<file path="config.mk">
export PLATFORM = sky130hd
export DESIGN_NAME = inst_fetch_unit
export DESIGN_NICKNAME = d
export VERILOG_FILES = /design/src/rtl/inst_fetch_unit.sv
export SDC_FILE = /design/constraint.sdc
export NUM_CORES = 1
export LEC_CHECK = 0
export ABC_CLOCK_PERIOD_IN_PS = 5220
export BUFFER_PORTS_ARGS = -buffer_cell sky130_fd_sc_hd__buf_4
export CORE_MARGIN = 2
export CORE_UTILIZATION = 48
export DETAILED_ROUTE_END_ITERATION = 16
export PLACE_DENSITY = 0.76
export SYNTH_ARGS = -nofsm -noshare
export SYNTH_HDL_FRONTEND = slang
export SYNTH_SLANG_ARGS = --single-unit
</file>
<file path="constraint.sdc">
create_clock -name CLK -period 5.22 [get_ports CLK]
set_input_delay 1.044 -clock CLK [delete_from_list [all_inputs] [get_ports CLK]]
set_output_delay 1.044 -clock CLK [all_outputs]
set_load 0.005 [all_outputs]
</file>
<file path="src/rtl/inst_fetch_unit.sv">
// inst_fetch_unit: LEGv8 instruction fetch stage.
// Owns the PC, fetches 32-bit words over a req/ack handshake and presents
// them on Inst until the control unit selects the next PC.
// Optional macro FETCH_MISALIGN_TRAP_EN: trap a misaligned next PC in the
// FAULT state instead of silently clearing PC[1:0].
module inst_fetch_unit #(
   parameter logic [63:0] RESET_PC = 64'h0,
   parameter logic [31:0] NOP_INST = 32'hD503201F
) (
   input  logic               CLK,
   input  logic               Reset,
   input  logic [1:0]         PC_SEL,
   input  logic               PC_MUX,
   input  logic signed [63:0] K,
   input  logic [63:0]        A_bus,
   output logic [63:0]        mem_addr,
   output logic               mem_req,
   input  logic               mem_ack,
   input  logic [31:0]        mem_rdata,
   output logic [31:0]        Inst,
   output logic               inst_valid,
   output logic [63:0]        PC,
   output logic [31:0]        inst_count,
   output logic               fetch_fault
);

   typedef enum logic [1:0] {
      S_IDLE  = 2'd0,
      S_REQ   = 2'd1,
      S_EXEC  = 2'd2,
      S_FAULT = 2'd3
   } state_t;

   state_t      state_q, state_d;
   logic [63:0] pc_q, pc_d;
   logic [31:0] inst_q, inst_d;
   logic        inst_valid_q, inst_valid_d;
   logic [31:0] inst_count_q, inst_count_d;

   logic [63:0] raw_pc;
   logic [63:0] target_pc;
   logic        misaligned;
   logic        capture;
   logic        retire;

   // Raw next-PC selection; all arithmetic wraps modulo 2^64.
   function automatic logic [63:0] calc_next_pc(
      input logic [1:0]         sel,
      input logic               mux,
      input logic [63:0]        pc,
      input logic signed [63:0] k,
      input logic [63:0]        a
   );
      logic [63:0] nxt;
      case (sel)
         2'b01:   nxt = pc + 64'd4;
         2'b10:   nxt = mux ? (pc + 64'(k <<< 2)) : a;
         default: nxt = a;
      endcase
      return nxt;
   endfunction

   assign capture = (state_q == S_REQ) && mem_ack;
   assign retire  = (state_q == S_EXEC) && (PC_SEL != 2'b00);
   assign raw_pc  = calc_next_pc(PC_SEL, PC_MUX, pc_q, K, A_bus);

`ifdef FETCH_MISALIGN_TRAP_EN
   // Keep the offending target so software can inspect it after the trap.
   assign target_pc  = raw_pc;
   assign misaligned = (raw_pc[1:0] != 2'b00);
`else
   // Word alignment is enforced by clearing the low address bits.
   assign target_pc  = raw_pc & ~64'h3;
   assign misaligned = 1'b0;
`endif

   // State register; reset always returns to IDLE so a stale ack is dropped.
   always_ff @(posedge CLK or posedge Reset) begin
      if (Reset) state_q <= S_IDLE;
      else       state_q <= state_d;
   end

   // Next-state logic.
   always_comb begin
      state_d = state_q;
      case (state_q)
         S_IDLE:  state_d = S_REQ;
         S_REQ:   if (mem_ack) state_d = S_EXEC;
         S_EXEC:  if (PC_SEL != 2'b00) state_d = misaligned ? S_FAULT : S_REQ;
         S_FAULT: state_d = S_FAULT;
         default: state_d = S_IDLE;
      endcase
   end

   // FSM outputs: request only in REQ, fault flag only in FAULT.
   always_comb begin
      mem_req     = (state_q == S_REQ);
`ifdef FETCH_MISALIGN_TRAP_EN
      fetch_fault = (state_q == S_FAULT);
`else
      fetch_fault = 1'b0;
`endif
   end

   // Datapath next values: capture on ack, advance PC and clear Inst on retire.
   always_comb begin
      pc_d         = pc_q;
      inst_d       = inst_q;
      inst_valid_d = inst_valid_q;
      inst_count_d = inst_count_q;
      if (capture) begin
         inst_d       = mem_rdata;
         inst_valid_d = 1'b1;
      end else if (retire) begin
         pc_d         = target_pc;
         inst_d       = NOP_INST;
         inst_valid_d = 1'b0;
         inst_count_d = inst_count_q + 32'd1;
      end
   end

   // Datapath registers, all cleared asynchronously by Reset.
   always_ff @(posedge CLK or posedge Reset) begin
      if (Reset) begin
         pc_q         <= RESET_PC;
         inst_q       <= NOP_INST;
         inst_valid_q <= 1'b0;
         inst_count_q <= 32'd0;
      end else begin
         pc_q         <= pc_d;
         inst_q       <= inst_d;
         inst_valid_q <= inst_valid_d;
         inst_count_q <= inst_count_d;
      end
   end

   assign mem_addr   = pc_q;
   assign PC         = pc_q;
   assign Inst       = inst_q;
   assign inst_valid = inst_valid_q;
   assign inst_count = inst_count_q;

endmodule

</file>
==> flow_summary_export.csv, run 1 <==
group,metric,value,unit
status,run_status,"completed",
critical_path,path_cells,"ha_1, inv_1, fa_1, nor2b_1, o2111ai_1, a21o_1, a211oi_1, o21a_1, o21ai_0, a21oi_1, nand4_1, and3_1, nor3_2",
timing,timing.final.max_slew_violations,0,
grt,grt_usage,0.3121,
logic_synthesis,synthDistinctLibCells,81,
die,die_w,158.7,um
logic_synthesis,cell_area_synth,11490,um2
clock_tree,postCtsHoldBufs,0,
die,placeableCoreArea,23470,um2
placement,number_of_cells_in_the_design_after_placement,1969,
routing,first_pass_iters,7,
logic_synthesis,synth.cells.most_frequent,"147 x sky130_fd_sc_hd__nand2_1, 116 x sky130_fd_sc_hd__dfrtp_1, 114 x sky130_fd_sc_hd__a21oi_1, 106 x sky130_fd_sc_hd__nor2_1, 99 x sky130_fd_sc_hd__o21ai_0",
critical_path,cp_max_fo,9,
cells_and_area,area.growth.synth_to_final,25.79,%
timing,slew_headroom,0.1606,
logic_synthesis,postSynth.asyncResetShare,1.000,
clock_tree,clk_root_buffer_cell,"sky130_fd_sc_hd__clkbuf_16",
power,cellPowerDensity,534.0,nW/um2
logic_synthesis,yosys_most_used_dff,"sky130_fd_sc_hd__dfrtp_1",
power,power.internal,4.188,mW
power,vdd_ir_drop_max,0.0002848,V
die,die_area,25200,um2
critical_path,critPathCaptureType,"flip-flop",
logic_synthesis,top_cells_by_area_synth,"sky130_fd_sc_hd__dfrtp_1 25%, sky130_fd_sc_hd__ha_1 7.2%, sky130_fd_sc_hd__xnor2_1 6.2%, sky130_fd_sc_hd__a21oi_1 5.0%, sky130_fd_sc_hd__nand2_1 4.8%",
logic_synthesis,yosysSeqAreaShare,0.2823,
die,die_height,158.7,um
logic_synthesis,netlist_instances,1423,
power,net-switching-power,3.532,mW
grt,grt_max_degree,66,
routing,avgRoutedWirePerCell,20.49,um
timing,setup_viol_count_final,0,
logic_synthesis,synth.yosys.warnings,0,
timing,rsz0062_at_grt,"no",
routing,via_per_inst,6.143,
routing,drc,0,
grt,grt_pass1_wl,63.62,mm
clock_tree,max-clock-path-buffers,2,
critical_path,crit_path_max_incr_delay,0.61,ns
clock_tree,tritoncts,"yes",
critical_path,slowest_stage,"sky130_fd_sc_hd__dfrtp_1",
critical_path,worstSetupStartpointType,"flip-flop",
flow_run,maxCapViolCount,0,
clock_tree,clock_sink_count,129,
timing,setup-tns-final,0,ns
timing,finalWorstPathRequiredPeriod,4.072,ns
routing,final_antenna_net_count,0,
clock_tree,worstSkewPairLatency,0.43,ns
grt,via_count_of_the_first_global_routing_pass,11510,
timing,finalHoldViolations,0,
worst_hold_path,hold_path_class,"flip-flop to flip-flop",
clock_tree,path_clk_slew,0.07,ns
critical_path,crit_required,5.56,ns
cells_and_area,antenna_cells_inserted,0,
clock_tree,cts-htree-levels,4,
timing,final.setup_skew,0.01165,ns
logic_synthesis,synth.largest_area_cell,"sky130_fd_sc_hd__dfrtp_1",
die,initial_core_util,0.4896,
power,power.sequential.fraction,0.265,
timing,layout_worst_path_cycle_share,0.7801,
logic_synthesis,dominant_cell_by_count_in_the_synthesized_netlist,"sky130_fd_sc_hd__nand2_1",
logic_synthesis,synth_area_per_cell,8.076,um2
placement,io_buffers,351,
grt,grt_antenna_before_repair,0,
clock_tree,post_cts_resized,0,
timing,fmax,245.6,MHz
routing,routed_wirelength,41.01,mm
clock_tree,numCtsBuffers,17,
logic_synthesis,synthDominantCellAreaShare,0.2526,
critical_path,critical_path_arrival,4.41,ns
routing,number_of_violations_reported_at_the_end_of_detailed_routing_iteration_0,1345,
die,placementRows,56,
placement,finalWeightedCongestion,0.9498,
power,clockPowerShare,0.156,
cells_and_area,finalNetCount,1902,
clock_tree,cts_post_setup_buffers_inserted,0,
grt,gr-total-overflow,0,
cells_and_area,layout-drive-gt1-share,0.2634,
cells_and_area,final-instance-count-excl-fill,2001,
power,pwr-share-comb,0.579,
placement,dp_hpwl,30.63,mm
timing,worst-slew-pin-transition,1.254,ns
logic_synthesis,synth.ff_latch_count,129,
die,io_pins,361,
logic_synthesis,synth_edf_count,0,
critical_path,critPathKind,"flip-flop to flip-flop",
routing,vias,12290,
power,sw_share,0.4575,
power,power.static_leakage,6.672,nW
## sequential cells by signal (all words and copies together) (netlist names)
| register | cells |
|---|---|
| state_q | 2 |
| PC | 62 |
| Inst | 32 |
| inst_count | 32 |
| inst_valid | 1 |
## stage by stage
| stage | util | hold slack [ns] | power (mW) | instance area [um2] | setup WS (ns) |
|---|---|---|---|---|---|
| final | 0.6159 | 0.4938 | 7.720 | 14460 | 1.148 |
| after global routing | 0.6159 | 0.5071 | 8.211 | 14460 | 1.151 |
| after CTS | 0.6159 | 0.4895 | 7.649 | 14460 | 1.392 |
| after detailed placement | 0.5912 | 0.4697 | 6.432 | 13880 | 0.9243 |
| after global placement | 0.5912 | 0.4614 | 6.343 | 13880 | 0.9892 |
| after floorplan | - | 0.4682 | 4.874 | 11510 | 0.7565 |
## routing by layer
| metal | track usage | vias to the layer above | share of wire |
|---|---|---|---|
| met5 | 0 | - | 0 |
| met1 | 0.4158 | 5856 | 0.41 |
| li1 | - | 5653 | - |
| met2 | 0.5169 | 691 | 0.47 |
| met3 | 0.05852 | 93 | 0.095 |
| met4 | 0.08966 | 0 | 0.025 |
## power groups by stage
stage	logic [mW]	clock network, mW	registers [mW]
after floorplan	2.99	0	1.88
after detailed placement	4.39	0	2.04
after global routing	4.85	1.25	2.11
final	4.47	1.20	2.05
after CTS	4.41	1.21	2.03
after global placement	4.32	0	2.02
## worst max-delay path, delay by kind of cell, from the launching register on
kind | cells | cell delay [ns]
fa+ha+maj | 2 | 0.65
simple gates | 4 | 0.80
compound gates | 6 | 1.86
flops | 1 | 0.61
buf+inv | 1 | 0.06
## path summary, 6_finish.rpt
| check | startpoint | endpoint | slack [ns] | cells past startpoint |
|---|---|---|---|---|
| worst max-delay path | PC[2]$_DFFE_PP0P_ | PC[60]$_DFFE_PP0P_ | 1.15 | 13 |
| worst min register to register | inst_valid$_DFFE_PP0P_ | inst_valid$_DFFE_PP0P_ | 0.49 | 2 |
| worst max register to register | PC[2]$_DFFE_PP0P_ | PC[60]$_DFFE_PP0P_ | 1.15 | 13 |
| worst min-delay path | inst_valid$_DFFE_PP0P_ | inst_valid$_DFFE_PP0P_ | 0.49 | 2 |
| max in group asynchronous | Reset | inst_count[11]$_DFFE_PP0P_ | 3.39 | 3 |
| min in group asynchronous | Reset | Inst[8]$_DFFE_PP0P_ | 0.79 | 2 |
## logic make-up (layout without fill, tap and decap cells)
| group | Yosys count | count (layout) | synth area share |
|---|---|---|---|
| buf+inv | 182 | 437 | 0.08198 |
| xor+xnor | 125 | 125 | 0.09526 |
| compound gates | 443 | 443 | 0.2592 |
| other cells | 1 | 5 | 0.0003263 |
| fa+ha+maj | 67 | 67 | 0.07360 |
| simple gates | 468 | 468 | 0.1996 |
| flops | 129 | 129 | 0.2823 |
| mux | 8 | 8 | 0.007730 |
## final cells by class
type                            count  area (um2)
Timing Repair Buffer              366        2760
Clock buffer                       17       425.4
Fill cell                        2075        9016
Inverter                           39       148.9
Sequential cell                   129        3244
Clock inverter                     15       153.9
Tap cell                          319       399.1
Multi-Input combinational cell   1116        7325
## placed cells by master, fill, tap and decap left out, types with 8 or more instances in the layout
cell type and n:
sky130_fd_sc_hd__a21o_1 38, sky130_fd_sc_hd__a221oi_1 22, sky130_fd_sc_hd__buf_4 365, sky130_fd_sc_hd__dfrtp_1 116, sky130_fd_sc_hd__o22a_1 13, sky130_fd_sc_hd__xnor2_1 82, sky130_fd_sc_hd__a221o_1 8, sky130_fd_sc_hd__nand3_1 55
sky130_fd_sc_hd__clkbuf_16 17, sky130_fd_sc_hd__inv_1 36, sky130_fd_sc_hd__and4_1 13, sky130_fd_sc_hd__nor2_1 106, sky130_fd_sc_hd__ha_1 66, sky130_fd_sc_hd__and2_1 12, sky130_fd_sc_hd__nor3_1 28, sky130_fd_sc_hd__and3_1 21
sky130_fd_sc_hd__o22ai_1 10, sky130_fd_sc_hd__a22o_1 28, sky130_fd_sc_hd__o21ai_1 10, sky130_fd_sc_hd__a22oi_1 11, sky130_fd_sc_hd__nand2_1 146, sky130_fd_sc_hd__a222oi_1 18, sky130_fd_sc_hd__xor2_1 43, sky130_fd_sc_hd__nand4_1 34
sky130_fd_sc_hd__dfstp_2 13, sky130_fd_sc_hd__or2_2 8, sky130_fd_sc_hd__a31oi_1 8, sky130_fd_sc_hd__a21oi_1 114, sky130_fd_sc_hd__o21ai_0 99, sky130_fd_sc_hd__or3_1 11
Note: power is estimated with default switching activity, not from simulation.
==> run 2, diff against run 1 <==
Settings changed: ABC_CLOCK_PERIOD_IN_PS 5220 to 3700, PLACE_DENSITY 0.76 to 0.79.
Clock period 5.22 ns to 3.7 ns, I/O delays scaled along.
==> run 2 against run 1 <==
Net effect: final area is 3.7% higher; register-to-register slack lost 1.0 ns; total power grew 48%; critical path depth down 2; final cell count up 3.5%; maximum frequency grew 14%; die area unchanged; utilization is 2.3 points higher; clock skew up 0.00080 ns; critical endpoint is now PC[45]$_DFFE_PP0P_; setup slack lost 1.0 ns; flip-flop and latch count unchanged.
==> flow_summary_export.csv, run 2 (synthesis gave the netlist of run 1 again) <==
group,metric,value,unit
routing,first_pass_iters,8,
die,initial_core_util,0.4896,
critical_path,worst-path-stages,11,
clock_tree,path_clk_slew,0.07,ns
critical_path,path_cells,"ha_1, and4_1, nand2_1, a21oi_1, nor4b_2, o32ai_1, nor2_1, o21ai_0, xor2_1, a211oi_1, nor3_1",
routing,drc,0,
timing,setup_viol_count_final,0,
routing,avgRoutedWirePerCell,20.66,um
timing,slew_headroom,0.3821,
grt,grt_antenna_before_repair,0,
grt,grt_max_degree,64,
critical_path,critical_path_arrival,3.92,ns
cells_and_area,antenna_cells_inserted,0,
placement,dp_hpwl,31.98,mm
timing,rsz0062_at_grt,"no",
critical_path,crit_required,4.05,ns
critical_path,timing.critical_path.max_delay_family,"compound AO/OA/AOI/OAI gates",
grt,gr-total-overflow,0,
clock_tree,postCtsHoldBufs,0,
power,cellPowerDensity,760.7,nW/um2
cells_and_area,area.growth.synth_to_final,30.44,%
cells_and_area,most-common-layout-cells,"436 x sky130_fd_sc_hd__buf_4, 146 x sky130_fd_sc_hd__nand2_1, 116 x sky130_fd_sc_hd__dfrtp_1",
critical_path,slowest_stage,"sky130_fd_sc_hd__o32ai_1",
cells_and_area,finalNetCount,1973,
routing,routed_wirelength,42.80,mm
clock_tree,clock_sink_count,129,
timing,layout_worst_path_cycle_share,0.9642,
timing,final.setup_skew,0.01245,ns
placement,dpl_cell_area,14410,um2
power,power.static_leakage,7.009,nW
grt,via_count_of_the_first_global_routing_pass,12280,
cells_and_area,mostFrequentLayoutCell,"sky130_fd_sc_hd__buf_4",
power,vdd_ir_drop_max,0.0004492,V
worst_hold_path,hold_path_class,"flip-flop to flip-flop",
clock_tree,worstSkewPairLatency,0.44,ns
die,die_area,25200,um2
timing,setup-tns-final,0,ns
routing,number_of_violations_reported_at_the_end_of_detailed_routing_iteration_0,1427,
timing,fmax,280.3,MHz
critical_path,cp_max_fo,8,
timing,finalHoldViolations,0,
clock_tree,numCtsBuffers,17,
timing,worst-slew-pin-transition,0.9249,ns
placement,finalWeightedCongestion,1.025,
critical_path,crit_path_max_incr_delay,0.77,ns
status,run_status,"completed",
flow_run,maxCapViolCount,0,
clock_tree,clk_root_buffer_cell,"sky130_fd_sc_hd__clkbuf_16",
critical_path,critPathKind,"flip-flop to flip-flop",
die,placementRows,56,
die,die_w,158.7,um
cells_and_area,largest_reg_flops,62,
grt,grt_pass1_wl,67.14,mm
critical_path,ff2ff_path_depth,11,
placement,io_buffers,351,
critical_path,worstSetupStartpointType,"flip-flop",
cells_and_area,layout-drive-gt1-share,0.2932,
critical_path,timing.critical_path.buf_inv,0,
die,io_pins,361,
clock_tree,max-clock-path-buffers,2,
routing,via_per_inst,6.191,
critical_path,critPathCaptureType,"flip-flop",
worst_hold_path,hold-path-cell-count,1,
routing,vias,12830,
timing,finalWorstPathRequiredPeriod,3.567,ns
clock_tree,cts-htree-levels,4,
die,die_height,158.7,um
routing,final_antenna_net_count,0,
die,placeableCoreArea,23470,um2
clock_tree,post_cts_resized,0,
grt,grt_usage,0.3309,
clock_tree,cts_post_setup_buffers_inserted,0,
cells_and_area,final_instance_area,14990,um2
clock_tree,tritoncts,"yes",
timing,timing.final.max_slew_violations,0,
-- run 2: path summary, 6_finish.rpt --
check,start,endpoint,slack (ns)
worst max-delay path,PC[9]$_DFFE_PP0P_,PC[45]$_DFFE_PP0P_,0.13
worst min-delay path,inst_count[31]$_DFFE_PP0P_,inst_count[31]$_DFFE_PP0P_,0.49
worst max register to register,PC[9]$_DFFE_PP0P_,PC[45]$_DFFE_PP0P_,0.13
worst min register to register,inst_count[31]$_DFFE_PP0P_,inst_count[31]$_DFFE_PP0P_,0.49
max in group asynchronous,Reset,Inst[26]$_DFFE_PP1P_,2.24
min in group asynchronous,Reset,inst_count[22]$_DFFE_PP0P_,0.50
-- run 2: area by class of cell --
class                   count  area [um2]
fillers                  2029        8482
well taps                 319       399.1
clock inverters            15       153.9
inverters                  39       150.1
clock buffers              17       425.4
multi-input cells        1116        7325
flip-flops and latches    129        3244
repair buffers            437        3293
-- run 2: report_power, final --
part	internal, mW	switching, mW	leakage, nW
sequential	1.98	0.739	1.60
clock	0.904	0.820	0.281
combinational	3.36	3.60	5.12
-- run 2: through the flow --
step	instances	worst slack (ns)	total power [mW]	utilization	hold WS, ns
after global placement	2040	-0.09146	9.358	0.6140	0.4614
after floorplan	1427	0.4170	6.877	-	0.4682
after detailed placement	2040	-0.1558	9.506	0.6140	0.4724
final	2072	0.1326	11.40	0.6386	0.4857
after CTS	2072	0.2855	11.28	0.6386	0.4853
after global routing	2072	0.01536	12.14	0.6386	0.5012
-- run 2: routing by layer --
metal | share of wire | routed length (um) | up-vias | GRT usage
li1 | - | - | 5804 | -
met1 | 0.41 | 17540 | 6117 | 0.4461
met2 | 0.46 | 19720 | 782 | 0.5312
met3 | 0.092 | 3943 | 124 | 0.05381
met4 | 0.037 | 1599 | 0 | 0.1314
met5 | 0 | 0 | - | 0
==> run 3, diff against run 2 <==
Settings changed: CTS_CLUSTER_SIZE set to 28, SETUP_SLACK_MARGIN set to 0.3.
==> run 3 against run 2 <==
Net effect: wire length hardly changed; global-route usage stayed put; utilization is 0.51 points higher; die area stayed put; final area is 0.79% higher; highest routed layer unchanged; largest power group unchanged; combinational power is 2% higher; clock skew is 0.0015 ns lower; largest cell class unchanged; via count is 0.10% lower; maximum frequency is 7.2% higher.
==> flow_summary_export.csv, run 3 (synthesis gave the netlist of run 1 again) <==
group,metric,value,unit
flow_run,maxCapViolCount,0,
clock_tree,cts-htree-levels,4,
routing,routed_wirelength,42.84,mm
worst_hold_path,hold_path_class,"flip-flop to flip-flop",
routing,drc,0,
critical_path,critPathKind,"flip-flop to flip-flop",
routing,avgRoutedWirePerCell,20.66,um
timing,finalHoldViolations,0,
die,die_w,158.7,um
routing,first_pass_iters,8,
clock_tree,tritoncts,"yes",
power,sw_share,0.4532,
placement,io_buffers,351,
die,die_area,25200,um2
critical_path,cp_max_fo,8,
cells_and_area,nFillCells,2016,
grt,via_count_of_the_first_global_routing_pass,12280,
die,placementRows,56,
clock_tree,numCtsBuffers,17,
timing,worst-slew-pin-transition,0.9297,ns
timing,timing.final.max_slew_violations,0,
routing,maxUsedRoutingLayer,"met4",
clock_tree,clk_root_buffer_cell,"sky130_fd_sc_hd__clkbuf_16",
grt,grt_antenna_before_repair,0,
timing,rsz0062_at_grt,"yes",
critical_path,crit-reg2reg-launch,"PC[9]$_DFFE_PP0P_",
routing,met3RoutedLength,4.127,mm
clock_tree,clock_sink_count,129,
cells_and_area,most-common-layout-cells,"437 x sky130_fd_sc_hd__buf_4, 146 x sky130_fd_sc_hd__nand2_1, 116 x sky130_fd_sc_hd__dfrtp_1",
grt,grt_usage,0.3309,
timing,setup_viol_count_final,0,
timing,finalWorstPathRequiredPeriod,3.327,ns
timing,layout_worst_path_cycle_share,0.8992,
clock_tree,path_clk_slew,0.07,ns
power,pwr-share-comb,0.615,
critical_path,worst_setup_path_startpoint,"PC[9]$_DFFE_PP0P_",
critical_path,worstSetupStartpointType,"flip-flop",
routing,final_antenna_net_count,0,
grt,gr-total-overflow,0,
routing,via_per_inst,6.181,
power,cellPowerDensity,763.0,nW/um2
routing,vias,12810,
grt,grt_pass1_wl,67.14,mm
placement,number_of_cells_in_the_design_after_placement,2040,
critical_path,critPathCaptureType,"flip-flop",
power,post-layout-total-power,11.53,mW
clock_tree,worstSkewPairLatency,0.43,ns
power,power.sequential.fraction,0.236,
critical_path,critical_path_arrival,3.67,ns
power,vdd_ir_drop_max,0.0004718,V
power,power.static_leakage,7.029,nW
status,run_status,"completed",
placement,finalWeightedCongestion,1.025,
placement,dp_hpwl,31.98,mm
worst_hold_path,hold_start,"inst_count[31]$_DFFE_PP0P_",
cells_and_area,largest_reg_flops,62,
timing,final.setup_skew,0.01095,ns
routing,routed_metal_1_wirelength,17.28,mm
power,clockPowerShare,0.149,
die,initial_core_util,0.4896,
die,placeableCoreArea,23470,um2
cells_and_area,layout-drive-gt1-share,0.3039,
timing,slew_headroom,0.3789,
routing,routed-wl-met2,19.73,mm
cells_and_area,final-instance-count-excl-fill,2073,
routing,number_of_violations_reported_at_the_end_of_detailed_routing_iteration_0,1539,
die,io_pins,361,
cells_and_area,multi_input_comb_area,7436,um2
cells_and_area,antenna_cells_inserted,0,
die,die_height,158.7,um
critical_path,crit_required,4.04,ns
clock_tree,max-clock-path-buffers,2,
timing,fmax,300.6,MHz
cells_and_area,layout.area.seq,3244,um2
grt,grt_max_degree,64,
cells_and_area,finalNetCount,1974,
power,power.internal,6.303,mW
cells_and_area,area.growth.synth_to_final,31.48,%
cells_and_area,mostFrequentLayoutCell,"sky130_fd_sc_hd__buf_4",
power,net-switching-power,5.225,mW
==> run 3: changes by cell type in the layout (fill, tap and decap cells not counted), moves of 2 or more <==
cell / change
sky130_fd_sc_hd__o41ai_1: -2
sky130_fd_sc_hd__a31oi_2: +2
sky130_fd_sc_hd__o41ai_2: +2
sky130_fd_sc_hd__o21ai_2: +3
sky130_fd_sc_hd__o21ai_0: -2
sky130_fd_sc_hd__a31oi_1: -2
sky130_fd_sc_hd__o21ai_1: -2
==> run 3: worst max-delay path, stage by stage (launching register included) <==
cell                      delay [ns]
sky130_fd_sc_hd__dfrtp_1        0.49
sky130_fd_sc_hd__ha_2           0.44
sky130_fd_sc_hd__and4_1         0.25
sky130_fd_sc_hd__nand2_1        0.06
sky130_fd_sc_hd__a21oi_1        0.23
sky130_fd_sc_hd__nor4b_2        0.12
sky130_fd_sc_hd__buf_4          0.17
sky130_fd_sc_hd__o31ai_2        0.29
sky130_fd_sc_hd__or3b_2         0.49
sky130_fd_sc_hd__nand2_1        0.10
sky130_fd_sc_hd__xor2_1         0.29
sky130_fd_sc_hd__mux2i_1        0.13
sky130_fd_sc_hd__o21ai_0        0.18
==> run 3: repair_timing <==
action                                  4_1_cts  5_1_grt
pin swaps                                     0        5
gates resized for setup                       1       22
buffers inserted                              0        1
endpoints found under the setup margin        1       30
endpoints found under the hold margin         0        0
hold buffers                                  0        0
==> run 3: final cells by class <==
type | instances | share of cell area
clock buffer | 17 | 0.02816
inverter | 39 | 0.009937
timing repair buffer | 438 | 0.2184
clock inverter | 15 | 0.01019
tap | 319 | 0.02642
sequential | 129 | 0.2147
multi-input combinational | 1116 | 0.4921
==> run 3: power by group through the flow <==
stage / combinational (mW) / sequential [mW] / clock, mW
floorplan: 4.22 / 2.66 / 0
global placement: 6.67 / 2.69 / 0
detailed placement: 6.80 / 2.71 / 0
CTS: 6.86 / 2.70 / 1.73
global route: 7.68 / 2.79 / 1.79
finish: 7.09 / 2.72 / 1.72
==> run 3: worst paths after layout <==
check | endpoint | slack [ns] | depth (start not counted)
setup / recovery | PC[25]$_DFFE_PP0P_ | 0.37 | 12
max in group asynchronous | Inst[26]$_DFFE_PP1P_ | 2.23 | 3
min in group asynchronous | inst_count[22]$_DFFE_PP0P_ | 0.50 | 2
hold / removal | inst_count[31]$_DFFE_PP0P_ | 0.49 | 1
setup reg to reg | PC[25]$_DFFE_PP0P_ | 0.37 | 12
hold reg to reg | inst_count[31]$_DFFE_PP0P_ | 0.49 | 1
==> run 3: metal layers <==
metal,GRT usage,vias to the layer above
met2,0.5312,806
met5,0,-
met3,0.05381,134
met4,0.1314,0
li1,-,5808
met1,0.4461,6066
==> run 3: through the flow <==
| stage | area [um2] | hold WS [ns] | utilization | setup TNS [ns] | worst slack, ns |
|---|---|---|---|---|---|
| 5_1_grt | 15110 | 0.5012 | 0.6437 | 0 | 0.2748 |
| 3_3_place_gp | 14410 | 0.4614 | 0.6140 | -0.1921 | -0.09146 |
| 3_5_place_dp | 14410 | 0.4724 | 0.6140 | -0.6714 | -0.1558 |
| 4_1_cts | 15000 | 0.4853 | 0.6389 | 0 | 0.3056 |
| 6_report | 15110 | 0.4857 | 0.6437 | 0 | 0.3728 |
| 2_1_floorplan | 11510 | 0.4682 | - | 0 | 0.4170 |
